--- config.mk ---
export PLATFORM = sky130hd
export DESIGN_NAME = keynsham_bus_decoder
export DESIGN_NICKNAME = d
export VERILOG_FILES = /design/src/rtl/keynsham_bus_decoder.sv
export SDC_FILE = /design/constraint.sdc
export NUM_CORES = 1
export LEC_CHECK = 0
export CAP_MARGIN = 10
export CORE_ASPECT_RATIO = 1.2
export CORE_MARGIN = 10
export CORE_UTILIZATION = 25
export CTS_BUF_LIST = sky130_fd_sc_hd__clkbuf_8
export DETAILED_ROUTE_END_ITERATION = 16
export GPL_TIMING_DRIVEN = 0
export PLACE_DENSITY = 0.91
export SYNTH_ARGS = -nofsm -noshare
export SYNTH_HDL_FRONTEND = slang
export SYNTH_SLANG_ARGS = --single-unit
--- constraint.sdc ---
create_clock -name clk -period 5.55 [get_ports clk]
set_input_delay 1.11 -clock clk [delete_from_list [all_inputs] [get_ports clk]]
set_output_delay 1.11 -clock clk [all_outputs]
set_load 0.02 [all_outputs]
--- src/rtl/keynsham_bus_decoder.sv ---
// keynsham_bus_decoder: single-master, N-slave data-bus decoder with default-slave error.
// Optional WAIT timeout when KEYNSHAM_BUS_TIMEOUT_EN is defined.
module keynsham_bus_decoder #(
  parameter int NUM_SLAVES = 4,
  parameter int ADDR_W = 30,
  parameter int DATA_W = 32,
  parameter logic [NUM_SLAVES*ADDR_W-1:0] SLV_BASE =
    {30'h0C000000, 30'h08000000, 30'h04000000, 30'h00000000},
  parameter logic [NUM_SLAVES*ADDR_W-1:0] SLV_MASK =
    {4{30'h3FFFFC00}},
  parameter int TIMEOUT_CYCLES = 255
) (
  input  logic                         clk,
  input  logic                         rst_n,
  input  logic                         m_access,
  input  logic [ADDR_W-1:0]            m_addr,
  output logic [DATA_W-1:0]            m_data,
  output logic                         m_ack,
  output logic                         m_error,
  output logic                         busy,
  output logic [NUM_SLAVES-1:0]        s_cs,
  output logic [NUM_SLAVES-1:0]        s_access,
  input  logic [NUM_SLAVES*DATA_W-1:0] s_data,
  input  logic [NUM_SLAVES-1:0]        s_ack,
  input  logic [NUM_SLAVES-1:0]        s_error
);

  localparam int SEL_W = (NUM_SLAVES > 1) ? $clog2(NUM_SLAVES) : 1;

  localparam logic [1:0] S_IDLE = 2'd0;
  localparam logic [1:0] S_WAIT = 2'd1;
  localparam logic [1:0] S_DFLT = 2'd2;

  logic [1:0]            r_state;
  logic [1:0]            w_state_nxt;
  logic [SEL_W-1:0]      r_sel;
  logic [SEL_W-1:0]      w_hit_idx;
  logic                  w_any_hit;
  logic [NUM_SLAVES-1:0] w_cs;
  logic                  w_start;
  logic [DATA_W-1:0]     w_sdata;
  logic                  w_sack;
  logic                  w_serr;
  logic                  w_in_wait;
  logic                  w_in_dflt;
  logic                  w_ack;
  logic                  w_timeout;

  // Scan high-to-low so the lowest matching index is the one kept.
  always_comb begin
    w_hit_idx = '0;
    w_any_hit = 1'b0;
    w_cs      = '0;
    for (int i = NUM_SLAVES - 1; i >= 0; i--) begin
      if (((m_addr ^ SLV_BASE[i*ADDR_W +: ADDR_W]) &
           SLV_MASK[i*ADDR_W +: ADDR_W]) == '0) begin
        w_hit_idx = SEL_W'(i);
        w_any_hit = 1'b1;
        w_cs      = '0;
        w_cs[i]   = 1'b1;
      end
    end
  end

  assign s_cs     = w_cs;
  assign w_start  = m_access && (r_state == S_IDLE);
  assign s_access = w_start ? w_cs : '0;

  always_comb begin
    w_sdata = '0;
    w_sack  = 1'b0;
    w_serr  = 1'b0;
    for (int i = 0; i < NUM_SLAVES; i++) begin
      if (r_sel == SEL_W'(i)) begin
        w_sdata = s_data[i*DATA_W +: DATA_W];
        w_sack  = s_ack[i];
        w_serr  = s_error[i];
      end
    end
  end

  assign w_in_wait = (r_state == S_WAIT);
  assign w_in_dflt = (r_state == S_DFLT);
  assign w_ack     = w_in_wait & w_sack;
  assign m_ack     = w_ack | w_in_dflt;
  assign m_error   = (w_ack & w_serr) | w_in_dflt;
  assign m_data    = w_ack ? w_sdata : '0;
  assign busy      = (r_state != S_IDLE);

`ifdef KEYNSHAM_BUS_TIMEOUT_EN
  localparam int CNT_W = $clog2(TIMEOUT_CYCLES + 1);
  localparam logic [CNT_W-1:0] TO_VAL = CNT_W'(TIMEOUT_CYCLES);

  logic [CNT_W-1:0] r_cnt;
  logic [CNT_W-1:0] w_cnt_inc;

  assign w_cnt_inc = (r_cnt == TO_VAL) ? r_cnt : r_cnt + 1'b1;
  // A slave ack in the final cycle takes priority over the timeout.
  assign w_timeout = w_in_wait & ~w_sack & (w_cnt_inc == TO_VAL);

  always_ff @(posedge clk or negedge rst_n) begin
    if (!rst_n) begin
      r_cnt <= '0;
    end else if (w_start && w_any_hit) begin
      r_cnt <= '0;
    end else if (w_in_wait && !w_sack) begin
      r_cnt <= w_cnt_inc;
    end
  end
`else
  logic w_unused_timeout;
  assign w_unused_timeout = (TIMEOUT_CYCLES != 0);
  assign w_timeout = 1'b0;
`endif

  always_comb begin
    w_state_nxt = r_state;
    unique case (r_state)
      S_IDLE: begin
        if (m_access) begin
          w_state_nxt = w_any_hit ? S_WAIT : S_DFLT;
        end
      end
      S_WAIT: begin
        if (w_sack) begin
          w_state_nxt = S_IDLE;
        end else if (w_timeout) begin
          w_state_nxt = S_DFLT;
        end
      end
      S_DFLT:  w_state_nxt = S_IDLE;
      default: w_state_nxt = S_IDLE;
    endcase
  end

  always_ff @(posedge clk or negedge rst_n) begin
    if (!rst_n) begin
      r_state <= S_IDLE;
      r_sel   <= '0;
    end else begin
      r_state <= w_state_nxt;
      if (w_start && w_any_hit) begin
        r_sel <= w_hit_idx;
      end
    end
  end

endmodule
==> summary.md <==
| Metric | Value |
|---|---|
| Row count | `29` |
| Initial core utilization | `25.4%` |
| DR WL/cell | `22.4 um` |
| Tot GR Track Use | `18.7%` |
| Detailed Route WL | `8530 um` |
| Inserted Diodes | `0` |
| Drt pass-1 iters | `4` |
| Clock sinks | `4` |
| Commonest non-fill, non-tap cells in the layout | `201 x clkdlybuf4s50_1, 34 x mux4_2, 33 x nor2b_1` |
| Htree depth | `1` |
| GPL Wtd Cong | `0.901` |
| Initial antenna violation count | `0` |
| Post-Synth Adder-Cell Area | `0%` |
| Pwr Density | `68.5 nW/um^2` |
| GRT busiest layer | `met2` |
| Clock slew at reported path FFs | `30 ps` |
| Post-route setup slack | `1200 ps` |
| Peak VDD IR | `0.0724 mV` |
| Worst-Margin Slew | `560 ps` |
| XOR/XNOR Fraction of Synth Area | `0%` |
| CTS root buf | `clkbuf_8` |
| Storage cell area | `100 sq um` |
| Setup crit end kind | `output pin` |
| Dpl ws | `1180 ps` |
| Core area | `5230 sq um` |
| Largest net degree at the start of global routing | `11` |
| Setup Crit Path Kind | `input port to output pin` |
| Final Hold Viols | `0` |
| Die Width | `86.5 um` |
| Post-Syn Nets | `284` |
| Placed Area | `3420 sq um` |
| M2 GR Usage | `36.8%` |
| Post-layout util | `66.2%` |
| Die Span Y | `99.8 um` |
| #FFs+latches synth | `4` |
| Setup TNS Final | `0 ps` |
| Post-synthesis compound-gate area fraction | `0.754%` |
| Die ar. | `8640 sq um` |
| Port Buffers | `201` |
| Routing usage on met1 | `19.3%` |
| Detailed router's first-iteration violation count | `45` |
| Dpl hpwl | `7800 um` |
| Clk_lat worst skew | `210 ps` |
| DRC viols | `0` |
| Worst endpoint required time | `4440 ps` |
| Final Critical Period | `4350 ps` |
| DR vias | `1837` |
| Vias/cell | `4.82` |
| Worst hold path type | `register to register` |
| Type of origin of the critical path | `input port` |
| Synthesized cell area | `1330 sq um` |
| Design area | `3460 sq um` |
| Fillers | `444` |
| CTS resizes | `0` |
| Post-synth cell types | `21` |
| CP Cell Sequence | `clkdlybuf4s50_1 > nor4_1 > nand2_1 > or3_1 > buf_6 > nor3_1 > clkdlybuf4s50_1` |
| GRT overflow | `0` |
| Crit path max-delay cell type | `clkdlybuf4s50_1` |
| Final Slew Violations | `0` |
| Status | `finished clean` |
| Fin nets | `490` |
| TritonCTS clock tree | `built` |
| Share of cells above drive strength 1 | `16.0%` |
| M3 GR Usage | `5.51%` |
| Crit-path most repeated cell | `clkdlybuf4s50_1` |
| Post-route clock period utilization | `78.3%` |
| Post-synthesis simple-gate area fraction | `26.6%` |
| First-pass GRT wire length | `12500 um` |
| Crit path DAT | `3240 ps` |
| Unrepaired setup endpoints after global routing | `no` |
| Tot Pwr | `237 uW` |
| Main combinational cell family by area after synthesis | `multiplexers` |
| Syn avg cell area | `11.5 sq um` |
| Worst-path maximum fanout | `7` |
| Post-Synthesis Cells | `115` |
| Max Buffers Root-to-Sink | `2` |
| Vias in the first global route | `2120` |
| Multi-input gate area | `1160 sq um` |
| Post-synthesis mux area share | `59.9%` |
| Commonest non-fill, non-tap cell in the layout | `clkdlybuf4s50_1` |
| Synth warn | `0` |
| Slowest stage delay, CP | `640 ps` |
| Maxcap violations | `0` |
| Hold-fix buffers, CTS | `0` |
| Fmax | `0.230 GHz` |
| Ports | `212` |
| Final setup viols | `0` |
| Worst slew margin | `62.7%` |
| Cts bufs inserted | `3` |
| Syn-to-layout area delta | `161%` |
| Worst Skew | `1.37 ps` |
| Post-route ant nets | `0` |
| Leakage power | `1.18 nW` |
| Setup Buffers After CTS | `0` |
| Seq/Total Area, Yosys | `7.54%` |
[cell usage after synthesis]
cell type | count | area share (%)
buf_1 | 1 | 0.28
buf_2 | 7 | 2.6
buf_6 | 1 | 0.85
clkbuf_1 | 3 | 0.85
dfrtp_1 | 4 | 7.5
inv_1 | 2 | 0.57
mux2_4 | 2 | 2.3
mux4_2 | 34 | 58
nand2_1 | 4 | 1.1
nand2b_1 | 4 | 1.9
nand3_1 | 1 | 0.38
nand3b_2 | 1 | 0.85
nor2_1 | 8 | 2.3
nor2b_1 | 33 | 16
nor3_1 | 2 | 0.75
nor4_1 | 2 | 0.94
nor4_2 | 2 | 1.9
o21ai_0 | 1 | 0.38
o21ai_1 | 1 | 0.38
or2_2 | 1 | 0.47
or3_1 | 1 | 0.47
[flip-flops by register name, summed over array words and instances, names as in the netlist]
name / flops
r_sel: 2
r_state: 2
[per-stage QoR]
step | instances | hold WS (ps)
finish | 381 | 596
detailed placement | 378 | 593
global placement | 378 | 565
CTS | 381 | 602
floorplan | 115 | 541
global route | 381 | 658
[kinds of logic (layout without fill, tap and decap cells)]
kind of cell / count (synthesis) / count (layout)
AND/OR/NAND/NOR: 59 / 59
AO/OA/AOI/OAI: 2 / 2
multiplexers: 36 / 36
buffers and inverters: 14 / 218
flip-flops: 4 / 4
[cell type report]
cell class | instances | area share (%)
Buffer | 12 | 1.77
Clock buffer | 3 | 1.19
Inverter | 2 | 0.217
Multi-Input combinational cell | 97 | 33.5
Sequential cell | 4 | 2.89
Tap cell | 62 | 2.24
Timing Repair Buffer | 201 | 58.2
[worst paths after layout]
| path | from | to | slack, ps | cells after the start |
|---|---|---|---|---|
| setup reg to reg | r_state[0]$_DFFE_PN0P_ | r_sel[1]$_DFFE_PN0P_ | 4020 | 5 |
| setup / recovery | m_addr[29] | s_access[0] | 1200 | 7 |
| hold reg to reg | r_state[1]$_DFFE_PN0P_ | r_state[0]$_DFFE_PN0P_ | 600 | 2 |
| max in group asynchronous | rst_n | r_state[0]$_DFFE_PN0P_ | 4280 | 1 |
| min in group asynchronous | rst_n | r_sel[1]$_DFFE_PN0P_ | 1100 | 1 |
| hold / removal | r_state[1]$_DFFE_PN0P_ | r_state[0]$_DFFE_PN0P_ | 600 | 2 |
[power breakdown]
group,internal (mW),switching (mW),total (mW)
Combinational,0.120,0.0263,0.146
Sequential,0.0299,0.000423,0.0303
Clock,0.0462,0.0144,0.0606
Total,0.196,0.0411,0.237
[metal layers]
metal	part of all wire, %	routed length (um)
met3	8.6	732
met2	58	4930
met1	34	2860
met4	0.14	12
met5	0	0
[critical path: cells and delay by family]
kind          cells  cell delay (ps)
simple gates      4              930
buf+inv           3             1180
(Power assumes the default switching activity.)
